File: src/rtl/timer_clk_prescaler_if.sv
// Purpose : Signal bundle between the TCR/timer-counter side and the count-enable
//           prescaler.
// Modports: master - drives en/cks (and ext_clk/ext_sel), observes the prescaler outputs
//           slave  - the prescaler itself
// Optional: TIMER_PSC_EXT_CLK_EN adds the external count clock and its select.
interface timer_clk_prescaler_if #(
  parameter int unsigned DIV_WIDTH = 4
);
  logic                 en;          // TCR enable bit
  logic [1:0]           cks;         // TCR clock select
`ifdef TIMER_PSC_EXT_CLK_EN
  logic                 ext_clk;     // external count clock, asynchronous to pclk
  logic                 ext_sel;     // 1 = count external edges
`endif
  logic                 clk_cnt_en;  // one-pclk count-enable tick
  logic [DIV_WIDTH-1:0] psc_cnt;     // prescaler count readback
  logic [1:0]           sel_active;  // divide select currently in effect

  modport master (
`ifdef TIMER_PSC_EXT_CLK_EN
    output ext_clk,
    output ext_sel,
`endif
    output en,
    output cks,
    input  clk_cnt_en,
    input  psc_cnt,
    input  sel_active
  );

  modport slave (
`ifdef TIMER_PSC_EXT_CLK_EN
    input  ext_clk,
    input  ext_sel,
`endif
    input  en,
    input  cks,
    output clk_cnt_en,
    output psc_cnt,
    output sel_active
  );
endinterface

File: src/rtl/timer_clk_prescaler.sv
// Purpose : Count-enable prescaler for the 8-bit APB timer. Divides pclk by 2/4/8/16
//           and emits a registered one-pclk tick to the timer counter. Clock-select
//           changes take effect only at a period boundary.
// Ports   : pclk   - system clock, rising edge
//           preset - asynchronous active-high reset
//           bus    - timer_clk_prescaler_if.slave (en, cks, clk_cnt_en, psc_cnt,
//                    sel_active, plus ext_clk/ext_sel when enabled)
// Optional: define TIMER_PSC_EXT_CLK_EN to add the external count clock path and its
//           SYNC_STAGES parameter (the parameter only exists in that build).
module timer_clk_prescaler #(
  parameter int unsigned DIV_WIDTH = 4
`ifdef TIMER_PSC_EXT_CLK_EN
  , parameter int unsigned SYNC_STAGES = 2
`endif
) (
  input logic                  pclk,
  input logic                  preset,
  timer_clk_prescaler_if.slave bus
);

  typedef enum logic [1:0] {
    IDLE = 2'd0,
    RUN  = 2'd1,
    PEND = 2'd2
  } state_e;

  state_e               state_q, state_d;
  logic [DIV_WIDTH-1:0] psc_cnt_q, psc_cnt_d;
  logic [1:0]           sel_active_q, sel_active_d;
  logic                 clk_cnt_en_q, clk_cnt_en_d;

  logic [DIV_WIDTH-1:0] term_cnt;
  logic                 terminal;
  logic                 sel_change;
  logic                 ext_mode;
  logic                 ext_toggle;
  logic                 ext_rise;

  // Terminal count is DIV-1 = 2^(sel+1)-1; computed wide so /16 does not overflow.
  assign term_cnt   = DIV_WIDTH'((32'd2 << sel_active_q) - 32'd1);
  assign terminal   = (psc_cnt_q == term_cnt);
  assign sel_change = (bus.cks != sel_active_q);

`ifdef TIMER_PSC_EXT_CLK_EN
  logic [SYNC_STAGES-1:0] sync_q;
  logic                   ext_prev_q;
  logic                   ext_sel_q;

  // Synchroniser chain, edge-detect flop and ext_sel history.
  always_ff @(posedge pclk or posedge preset) begin
    if (preset) begin
      sync_q     <= '0;
      ext_prev_q <= 1'b0;
      ext_sel_q  <= 1'b0;
    end else begin
      sync_q     <= (sync_q << 1) | SYNC_STAGES'(bus.ext_clk);
      ext_prev_q <= sync_q[SYNC_STAGES-1];
      ext_sel_q  <= bus.ext_sel;
    end
  end

  assign ext_rise   = sync_q[SYNC_STAGES-1] & ~ext_prev_q;
  assign ext_mode   = bus.ext_sel;
  assign ext_toggle = bus.ext_sel ^ ext_sel_q;
`else
  assign ext_rise   = 1'b0;
  assign ext_mode   = 1'b0;
  assign ext_toggle = 1'b0;
`endif

  // State and output registers.
  always_ff @(posedge pclk or posedge preset) begin
    if (preset) begin
      state_q      <= IDLE;
      psc_cnt_q    <= '0;
      sel_active_q <= 2'b00;
      clk_cnt_en_q <= 1'b0;
    end else begin
      state_q      <= state_d;
      psc_cnt_q    <= psc_cnt_d;
      sel_active_q <= sel_active_d;
      clk_cnt_en_q <= clk_cnt_en_d;
    end
  end

  // Next state. A select change landing on a terminal edge is taken at once, so no PEND.
  always_comb begin
    state_d = state_q;
    unique case (state_q)
      IDLE: if (bus.en) state_d = RUN;
      RUN: begin
        if (!bus.en)                     state_d = IDLE;
        else if (sel_change && !terminal) state_d = PEND;
      end
      PEND: begin
        if (!bus.en)                     state_d = IDLE;
        else if (!sel_change || terminal) state_d = RUN;
      end
      default: state_d = IDLE;
    endcase
    // External mode (or leaving it) restarts the internal phase and drops any pending select.
    if (ext_mode || ext_toggle) state_d = bus.en ? RUN : IDLE;
  end

  // Counter, tick and select updates.
  always_comb begin
    psc_cnt_d    = psc_cnt_q;
    sel_active_d = sel_active_q;
    clk_cnt_en_d = 1'b0;
    if (ext_mode || ext_toggle) begin
      psc_cnt_d    = '0;
      sel_active_d = bus.cks;
      clk_cnt_en_d = ext_mode && bus.en && ext_rise;
    end else if (state_q == IDLE) begin
      psc_cnt_d    = '0;
      sel_active_d = bus.cks;
    end else if (!bus.en) begin
      psc_cnt_d    = '0;
    end else if (terminal) begin
      // Tick with the old divide; any requested select starts its period from this edge.
      psc_cnt_d    = '0;
      clk_cnt_en_d = 1'b1;
      sel_active_d = bus.cks;
    end else begin
      psc_cnt_d    = psc_cnt_q + DIV_WIDTH'(1);
    end
  end

  assign bus.clk_cnt_en = clk_cnt_en_q;
  assign bus.psc_cnt    = psc_cnt_q;
  assign bus.sel_active = sel_active_q;

endmodule

File: src/flat_wrapper.sv
// flat-port wrapper written by rule: the top's interface ports become plain ports
module timer_clk_prescaler_flat 
#(
  parameter int unsigned DIV_WIDTH = 4

)
  (pclk, preset, bus_en, bus_cks, bus_clk_cnt_en, bus_psc_cnt, bus_sel_active);
  timer_clk_prescaler_if #(.DIV_WIDTH(DIV_WIDTH)) bus_i ();
  input logic pclk;
  input logic preset;
  input wire logic [$bits(bus_i.en)-1:0] bus_en;
  input wire logic [$bits(bus_i.cks)-1:0] bus_cks;
  output wire logic [$bits(bus_i.clk_cnt_en)-1:0] bus_clk_cnt_en;
  output wire logic [$bits(bus_i.psc_cnt)-1:0] bus_psc_cnt;
  output wire logic [$bits(bus_i.sel_active)-1:0] bus_sel_active;
  assign bus_i.en = bus_en;
  assign bus_i.cks = bus_cks;
  assign bus_clk_cnt_en = bus_i.clk_cnt_en;
  assign bus_psc_cnt = bus_i.psc_cnt;
  assign bus_sel_active = bus_i.sel_active;
  timer_clk_prescaler #(.DIV_WIDTH(DIV_WIDTH)) u_core (.pclk(pclk), .preset(preset), .bus(bus_i));
endmodule
File: config.mk
export PLATFORM = sky130hd
export DESIGN_NAME = timer_clk_prescaler_flat
export DESIGN_NICKNAME = d
export VERILOG_FILES = /design/src/rtl/timer_clk_prescaler_if.sv /design/src/rtl/timer_clk_prescaler.sv /design/src/flat_wrapper.sv
export SDC_FILE = /design/constraint.sdc
export NUM_CORES = 1
export LEC_CHECK = 0
export ABC_AREA = 1
export CORE_AREA = 2 2 39 41
export DETAILED_ROUTE_END_ITERATION = 8
export DIE_AREA = 0 0 41 43
export PLACE_DENSITY = 0.63
export REMOVE_ABC_BUFFERS = 1
export SETUP_SLACK_MARGIN = 0.02
export SLEW_MARGIN = 20
export SYNTH_ARGS = -nofsm -noshare
export SYNTH_HDL_FRONTEND = slang
export SYNTH_SLANG_ARGS = --single-unit
File: constraint.sdc
create_clock -name pclk -period 2.5 [get_ports pclk]
set_clock_uncertainty 0.1 [all_clocks]
set_input_delay 0.5 -clock pclk [delete_from_list [all_inputs] [get_ports pclk]]
set_output_delay 0.5 -clock pclk [all_outputs]
set_load 0.05 [all_outputs]
Word level (Yosys, flattened, before mapping)
Cells that the tools add are included.
- add/sub/neg operators: 2
- reduce and logical (&&, ||, !) cells: 9
- equal/unequal tests: 7
- multiplexer cells: 15
- shift operators: 1
- operator list (operator ; number):
    $mux 2 ; 8
    $mux 4 ; 3
    $ne 3x2->1 const B ; 2
    $pmux 2 s3 ; 1
    $add 4x1->4 const B ; 1
    $eq 4x4->1 ; 1
    $reduce_bool 2->1 ; 2
    $shl 2x2->4 const A ; 1
    $sub 4x1->4 const B ; 1
    $mux 1 ; 3
    $reduce_and 3->1 ; 1
    $eq 2x1->1 const B ; 1
    $eq 2x2->1 const B ; 1
    $logic_not 1->1 ; 2
    $logic_not 2->1 ; 1
    $ne 2x2->1 ; 1
    $ne 2x2->1 const B ; 1
    $reduce_and 2->1 ; 1
    $logic_and 1x1->1 ; 1
    $logic_or 1x1->1 ; 1
- flip-flop bits (word level): 9
- input port bits: 5
- output and inout bits: 7

Longest topological paths before layout
- word-level depth: 8
- mapped depth: 9
- depth with buffers taken out: 8

Worst setup path after synthesis
No wires, ideal clock.
- path kind: reg-to-reg
- start point: register u_core.sel_active_q[1], in the netlist u_core.bus.sel_active[1]
- end point: register u_core.psc_cnt_q[2], in the netlist u_core.bus.psc_cnt[2]
- cell stages (with the launch flop): 9
- setup time: 121 ps
- clock period less this slack: 1523 ps
- path slack: 977 ps
- required time: 2279 ps
- arrival time: 1302 ps
- cell sequence: dfrtp_1 -> buf_6 -> inv_2 -> nand2_1 -> inv_2 -> nor2_4 -> nand3_4 -> nand2_1 -> nor2_1
- longest elaborated chain between the ends: 6
- RTL lines (element ; line ; text):
    start: declaration ; timer_clk_prescaler.sv:29 ; logic [1:0] sel_active_q, sel_active_d;
    start signal: assignment ; timer_clk_prescaler.sv:81 ; sel_active_q <= sel_active_d;
    $shl 2x2->4 ; timer_clk_prescaler.sv:40 ; assign term_cnt = DIV_WIDTH'((32'd2 << sel_active_q) - 32'd1);
    $sub 4x1->4 ; timer_clk_prescaler.sv:40 ;
    $eq 4x4->1 ; timer_clk_prescaler.sv:41 ; assign terminal = (psc_cnt_q == term_cnt);
    $mux 4 ; timer_clk_prescaler.sv:119 ; end else if (terminal) begin
    $mux 4 ; timer_clk_prescaler.sv:117 ; end else if (!bus.en) begin
    $mux 4 ; timer_clk_prescaler.sv:114 ; end else if (state_q == IDLE) begin
    named net u_core.psc_cnt_d[2] ; timer_clk_prescaler.sv:28 ; logic [DIV_WIDTH-1:0] psc_cnt_q, psc_cnt_d;
    end signal: assignment ; timer_clk_prescaler.sv:80 ; psc_cnt_q <= psc_cnt_d;
    end: declaration ; timer_clk_prescaler.sv:28 ;
The timed path passes the listed nets, and every way through them passes these cells.
A chain may end at the register's enable or synchronous reset.

Worst setup path after layout
- start point: register u_core.sel_active_q[1], in the netlist u_core.bus.sel_active[1]
- end point: output port bus_sel_active[1]
- RTL lines (element ; line ; text):
    end: declaration ; flat_wrapper.sv:15 ; output wire logic [$bits(bus_i.sel_active)-1:0] bus_sel_active;
No word-level cell between the ends.

==> implementation parameters <==
Parameter                              Value

Synthesis
  Cell type contributing the most total cell area after synthesis    sky130_fd_sc_hd__dfrtp_1
  Area share of the largest cell type after synthesis    a little over two fifths
  Main area contributors after synthesis    sky130_fd_sc_hd__dfrtp_1 (43%), sky130_fd_sc_hd__nand2_1 (11%), sky130_fd_sc_hd__nor2_1 (8.5%)
  Unique cell type count in the Yosys netlist    16
  Seq/Total Area, Yosys    42.6%
  Number of warnings issued by yosys    0
  Seq cells post-synth    9
  EDFF count, synth    0
  Share of synthesized registers carrying an async set or reset    100%
  Primary FF master, synth    sky130_fd_sc_hd__dfrtp_1
  Synthesized area divided by synthesized cell count    about 7.7 um2
  Dominant cell by count in the synthesized netlist    sky130_fd_sc_hd__nand2_1
  Count of mapped cells out of synthesis    69
  Most frequent cells after synthesis    sky130_fd_sc_hd__nand2_1 (16), sky130_fd_sc_hd__nor2_1 (12), sky130_fd_sc_hd__dfrtp_1 (9)
  Summed instance area of the synthesized netlist    around 530 um2

Setup path
  Worst Path Class, Setup    flop to primary output
  Crit-path leading delay family    buffers and inverters
  Startpoint types    flop
  CP cell instances    clkdlybuf4s50_1
  Crit path required time    1.90 ns
  Arr. time, crit path    approximately 1.6 ns
  CP Buf/Inv Count    1
  Critical path endpoint category    primary output
  Slowest-stage cell, CP    sky130_fd_sc_hd__clkdlybuf4s50_1
  Critical path fanouts, max    8
  Biggest cell delay along the critical path    roughly 0.85 ns

GRT
  Antenna violations before repair    0
  Layer with the highest usage    met2
  Number of global-route vias before repair    413
  Largest net degree at the start of global routing    10
  Global-route congestion overflow total    0
  Met3 track demand over resource    ~3.1%
  Met2 capacity usage during global routing    between 20% and 30%
  Met1 layer usage reported by global route    17.3%
  Overall routing resource usage    roughly 15%
  First-pass GRT wire length    1680 um

Power
  Total power per unit cell area    1090 mW/mm2
  Clock power share    16.1%
  Internal power    380 uW
  Net switching power    355 uW
  Sw Share    48.2%
  Overall power consumption    735 uW
  Combinational fraction of design power    51.6%
  Leakage power figure    0.321 nW
  Max rail drop VDD    401 uV
  Reg power frac    32.3%

Die
  DIE WIDTH    41 um
  Vertical extent of the die    43 um
  Initial Util    38.2%
  # rows    14
  Die Footprint    0.00176 mm2
  Core Footprint    0.00138 mm2
  Number of primary I/O pins    12

Placed design
  Standard cell area after detailed placement    648 um2
  Final weighted congestion of routability-driven global placement    0.766
  Number of buffers added on ports    11
  Pre-CTS setup slack    0.588 ns
  Detail Placement HPWL    between 700 and 800 um

Timing
  Number of endpoints with negative hold slack in the final report    0
  Worst slew margin relative to its limit    about two thirds
  Final period utilization    about nine tenths
  Transition at the pin with the smallest max-transition slack    0.491 ns
  Unrepaired setup endpoints after global routing    false
  Hold slack    around 0.4 ns
  Final setup violation count    0
  Minimum setup slack in the final design    just under 0.3 ns
  Final max-slew violation count    0
  Summed negative setup slack over all endpoints    0 ns
  Tmin final    ~2.2 ns
  Top achievable clock speed    about 450 MHz

CTS
  Post_cts resized    0
  Clock tree sinks    9
  CTS Buf Count    3
  Worst skew pair latency    0.27 ns
  Root buffer selected by CTS    sky130_fd_sc_hd__clkbuf_4
  Maximum level of the CTS H-tree    1
  Maximum buffer depth of the clock tree    2
  Hold-fix buffers at CTS    0
  Number of setup buffers added after CTS    0
  Clock-pin slew on the worst setup and hold paths    around 0.060 ns
  CTS tree    done

Routing
  Antenna violation net count after detailed routing    0
  Wire length reported by the detailed router    1030 um
  Post-detailed-route DRC marker count    0
  DRT iter0 DRCs    9
  Average wire per standard cell    10.4 um
  Via density per instance    between 4 and 5
  Vias post-DR    468
  DRT Pass-1 Iters    4

Cells and area
  Filler cell count in the final layout    roughly 150
  Post-layout nets    90
  Inserted Diodes    0
  Fraction of final layout cells sized beyond drive strength 1    13.3%
  Post-layout instance area    roughly 670 um2
  Synthesis-to-layout area growth    27.4%

Run
  Number of max-cap violations    0

Min path
  Worst hold path class    primary input to async pin

Outcome
  Status    finished clean
cells in the final DEF, fill, tap and decap left out, types with 2 or more instances in the layout:
cell                               n
sky130_fd_sc_hd__clkbuf_4          3
sky130_fd_sc_hd__nand2_2           2
sky130_fd_sc_hd__inv_1             8
sky130_fd_sc_hd__inv_2             3
sky130_fd_sc_hd__nor2_1           12
sky130_fd_sc_hd__dfrtp_1           9
sky130_fd_sc_hd__nand3_1           8
sky130_fd_sc_hd__nand2_1          16
sky130_fd_sc_hd__xnor2_1           3
sky130_fd_sc_hd__clkdlybuf4s50_1  11
per-stage QoR:
stage | cells | utilization (%)
floorplan | 68 | -
global placement | 95 | 46.8
detailed placement | 95 | 46.8
CTS | 99 | 48.7
global route | 99 | 48.7
finish | 99 | 48.7
state kept, by name, summed over array words and instances (netlist names):
| signal | cells |
|---|---|
| u_core.bus.clk_cnt_en | 1 |
| u_core.bus.psc_cnt | 4 |
| u_core.bus.sel_active | 2 |
| u_core.state_q | 2 |
logic make-up (layout without fill, tap and decap cells):
logic type	after synthesis	after routing	share of synthesized area, %
fa+ha+maj	1	1	2.36
compound gates	2	2	2.13
simple gates	41	41	36.4
flops	9	9	42.6
buf+inv	12	26	9.93
xor+xnor	4	4	6.62
worst paths after layout:
check,from,slack (ns),end,cells past startpoint
setup / recovery,u_core.bus.sel_active[1]$_DFFE_PP0P_,0.29,bus_sel_active[1],1
hold / removal,preset,0.40,u_core.bus.psc_cnt[0]$_DFF_PP0_,2
setup reg to reg,u_core.bus.sel_active[1]$_DFFE_PP0P_,1.21,u_core.bus.psc_cnt[2]$_DFF_PP0_,7
hold reg to reg,u_core.state_q[0]$_DFFE_PP0P_,0.44,u_core.state_q[0]$_DFFE_PP0P_,3
max in group asynchronous,preset,1.65,u_core.state_q[1]$_DFFE_PP0P_,2
min in group pclk,u_core.state_q[0]$_DFFE_PP0P_,0.44,u_core.state_q[0]$_DFFE_PP0P_,3
worst register-to-register path: cells and delay by family (launching register included):
kind | cells | cell delay [ns]
AND/OR/NAND/NOR | 5 | 0.48
buffers and inverters | 2 | 0.12
flip-flops | 1 | 0.49
per-layer routing:
| layer | vias to the layer above | wire length, um |
|---|---|---|
| li1 | 238 | - |
| met1 | 219 | 431 |
| met2 | 7 | 521 |
| met3 | 4 | 26 |
| met4 | 0 | 51 |
| met5 | - | 0 |
power groups by stage:
stage	clock network [mW]	registers, mW	logic, mW
6_report	0.118	0.238	0.379
3_5_place_dp	0	0.240	0.382
2_1_floorplan	0	0.321	0.201
3_3_place_gp	0	0.238	0.379
5_1_grt	0.132	0.246	0.420
4_1_cts	0.122	0.237	0.383
cell type report:
| class | instances | area, um2 | area share, % |
|---|---|---|---|
| Multi-Input combinational cell | 48 | 251 | 37.3 |
| Sequential cell | 9 | 225 | 33.4 |
| Timing Repair Buffer | 11 | 110 | 16.3 |
| Inverter | 11 | 41.3 | 6.12 |
| Clock buffer | 4 | 26.3 | 3.90 |
| Tap cell | 16 | 20.0 | 2.97 |
(Power assumes the default switching activity.)
==> variant, RTL diff (same flow settings) <==
`DIV_WIDTH` is set to 4 in 3 places; all go to 6.
--- a/src/rtl/timer_clk_prescaler_if.sv
+++ b/src/rtl/timer_clk_prescaler_if.sv
@@ -6,3 +6,3 @@
 interface timer_clk_prescaler_if #(
-  parameter int unsigned DIV_WIDTH = 4
+  parameter int unsigned DIV_WIDTH = 6
 );
--- a/src/rtl/timer_clk_prescaler.sv
+++ b/src/rtl/timer_clk_prescaler.sv
@@ -10,3 +10,3 @@
 module timer_clk_prescaler #(
-  parameter int unsigned DIV_WIDTH = 4
+  parameter int unsigned DIV_WIDTH = 6
 `ifdef TIMER_PSC_EXT_CLK_EN
--- a/src/flat_wrapper.sv
+++ b/src/flat_wrapper.sv
@@ -3,3 +3,3 @@
 #(
-  parameter int unsigned DIV_WIDTH = 4
+  parameter int unsigned DIV_WIDTH = 6
 
Ports: changed (resized bus_psc_cnt); port bits go from 12 to 14. No check against the original RTL was run, so the function may have changed too.
==> variant against the original RTL <==
Setup slack lost 44 ps; final area grew 21%; wire length grew 19%; first-iteration DRC count is the same; critical path depth is the same; total power grew 7.1%; synthesized area grew 22%; cell count grew 20%; sequential cell count grew 2; non-clock buffer count grew 2; sequential power grew 16%; die area is the same; largest cell class unchanged; largest power group unchanged; highest routed layer unchanged.
==> variant: results (changes against the original RTL) <==
| Metric | Value |
|---|---|
| # H-tree levels | `1 (unchanged)` |
| Placement Setup Slack | `538 ps (was 588 ps)` |
| Cts bufs inserted | `3 (unchanged)` |
| Top post-synthesis cells by count | `nand2_1, inv_1, nor2_1 (was nand2_1, nor2_1, dfrtp_1)` |
| Family with the most delay on the worst path | `buffers and inverters (unchanged)` |
| Met2 wire len | `568 um (was 521 um)` |
| Synth Flop Type | `dfrtp_1 (unchanged)` |
| Vias in the first global route | `497 (was 413)` |
| Clock Latency Late Sink | `270 ps (about the same)` |
| Crit-path slowest cell | `clkdlybuf4s50_1 (unchanged)` |
| Sw Ratio | `47.1% (was 48.2%)` |
| Met2 GRT Util | `23.8% (was 21.3%)` |
| Worst vdd ir | `0.413 mV (was 0.401 mV)` |
| Post_cts resized | `0 (unchanged)` |
| Total Routed Length | `1220 um (was 1030 um)` |
| Reg2reg end | `u_core.state_q[1] (was u_core.bus.psc_cnt[2])` |
| Warning count from the yosys run | `0 (unchanged)` |
| Global-route wire length before repair | `2140 um (was 1680 um)` |
| GRT Util Overall | `18.2% (was 15.2%)` |
| Final worst slack | `246 ps (was 290 ps)` |
| Root Buffer | `clkbuf_4 (unchanged)` |
| Count leader, synth | `nand2_1 (unchanged)` |
| Hpwl dp | `960 um (was 786 um)` |
| Synth Area in Compound Gates | `3.29% (was 2.13%)` |
| Top cells by area, synth | `dfrtp_1, nand2_1, inv_1 (was dfrtp_1, nand2_1, nor2_1)` |
| Met3 WL post-DR | `47 um (was 26 um)` |
| Share of layout cells above drive strength 1 | `14.6% (was 13.3%)` |
| Post-Synth Adder-Cell Area | `1.94% (was 2.36%)` |
| Top Metal Used | `met4 (unchanged)` |
| M1 wire length | `597 um (was 431 um)` |
| Register-to-register setup slack | `1120 ps (was 1210 ps)` |
| Crit Path Max Fanout | `9 (was 8)` |
| Worst Tran Pin Value | `501 ps (was 491 ps)` |
| Mux cell area share after synthesis | `0% (unchanged)` |
| I/O Buffers | `13 (was 11)` |
| Distinct cells, synth | `16 (unchanged)` |
| GPL Wtd Cong | `0.728 (was 0.766)` |
| Leakage | `0.391 nW (was 0.321 nW)` |
| Max FFs per register | `6 (was 4)` |
| Post-synthesis sequential area ratio | `42.6% (about the same)` |
| Initial antenna violation count | `0 (unchanged)` |
| Xor and xnor fraction of the mapped netlist area | `6.78% (was 6.62%)` |
| Global-route met1 utilization | `25.8% (was 17.3%)` |
| Total global routing overflow | `0 (unchanged)` |
| DRT iter0 DRCs | `9 (unchanged)` |
| Crit path from | `u_core.bus.sel_active[1] (unchanged)` |
| Post-layout nets | `110 (was 90)` |
| Drt first pass iters | `2 (was 4)` |
| Met3 global-route usage | `5.76% (was 3.14%)` |
| CP peak stage delay | `860 ps` |
| Critical Path AT | `1650 ps (was 1610 ps)` |
| Largest net degree at the start of global routing | `12 (was 10)` |
| Via count | `565 (was 468)` |
| Status | `completed (unchanged)` |
| CTS Buffer Depth | `2 (unchanged)` |
| Synth async-reset ratio | `100% (unchanged)` |
variant: cell types whose count changed after synthesis, sizes merged, moves of 2 or more:
| cell | change |
|---|---|
| nand2 | +4 |
| o21ai | +3 |
| dfrtp | +2 |
| inv | +5 |
| nor2 | +2 |
variant: area by class of cell:
cell class	count	area (um^2)
fillers	144	569
repair buffers	13	130
multi-input cells	59	303
inverters	16	60.1
flip-flops and latches	11	275
well taps	16	20.0
clock buffers	4	26.3
variant: cells by family after synthesis:
| logic type | after synthesis |
|---|---|
| AOI/OAI and AO/OA | 4 |
| xor gates and xnor gates | 5 |
| adders and majority gates | 1 |
| buffers and inverters | 17 |
| DFF | 11 |
| and+or+nand+nor | 49 |
variant: power groups by stage:
stage,Clock [mW],Combinational (mW),Sequential (mW)
after global routing,0.137,0.434,0.283
after global placement,0,0.391,0.275
after detailed placement,0,0.392,0.278
after CTS,0.131,0.393,0.274
final,0.123,0.389,0.275
after floorplan,0,0.206,0.357
variant: worst min-delay path by stage:
stage	end	slack (ps)	cells after the start
3_3_place_gp	u_core.bus.psc_cnt[0]	430	1
5_1_grt	u_core.bus.psc_cnt[0]	480	2
6_report	u_core.bus.psc_cnt[0]	420	2
4_1_cts	u_core.state_q[1]	420	2
2_1_floorplan	u_core.bus.clk_cnt_en	250	1
3_5_place_dp	u_core.bus.psc_cnt[0]	440	1
variant: per-stage QoR:
stage                     hold slack [ps]  instances  power [mW]  cell area (um^2)
after floorplan                       252         86       0.563               638
after global placement                432        115       0.666               788
after detailed placement              437        115       0.670               788
after CTS                             423        119       0.798               815
after global routing                  477        119       0.854               815
final                                 417        119       0.787               815
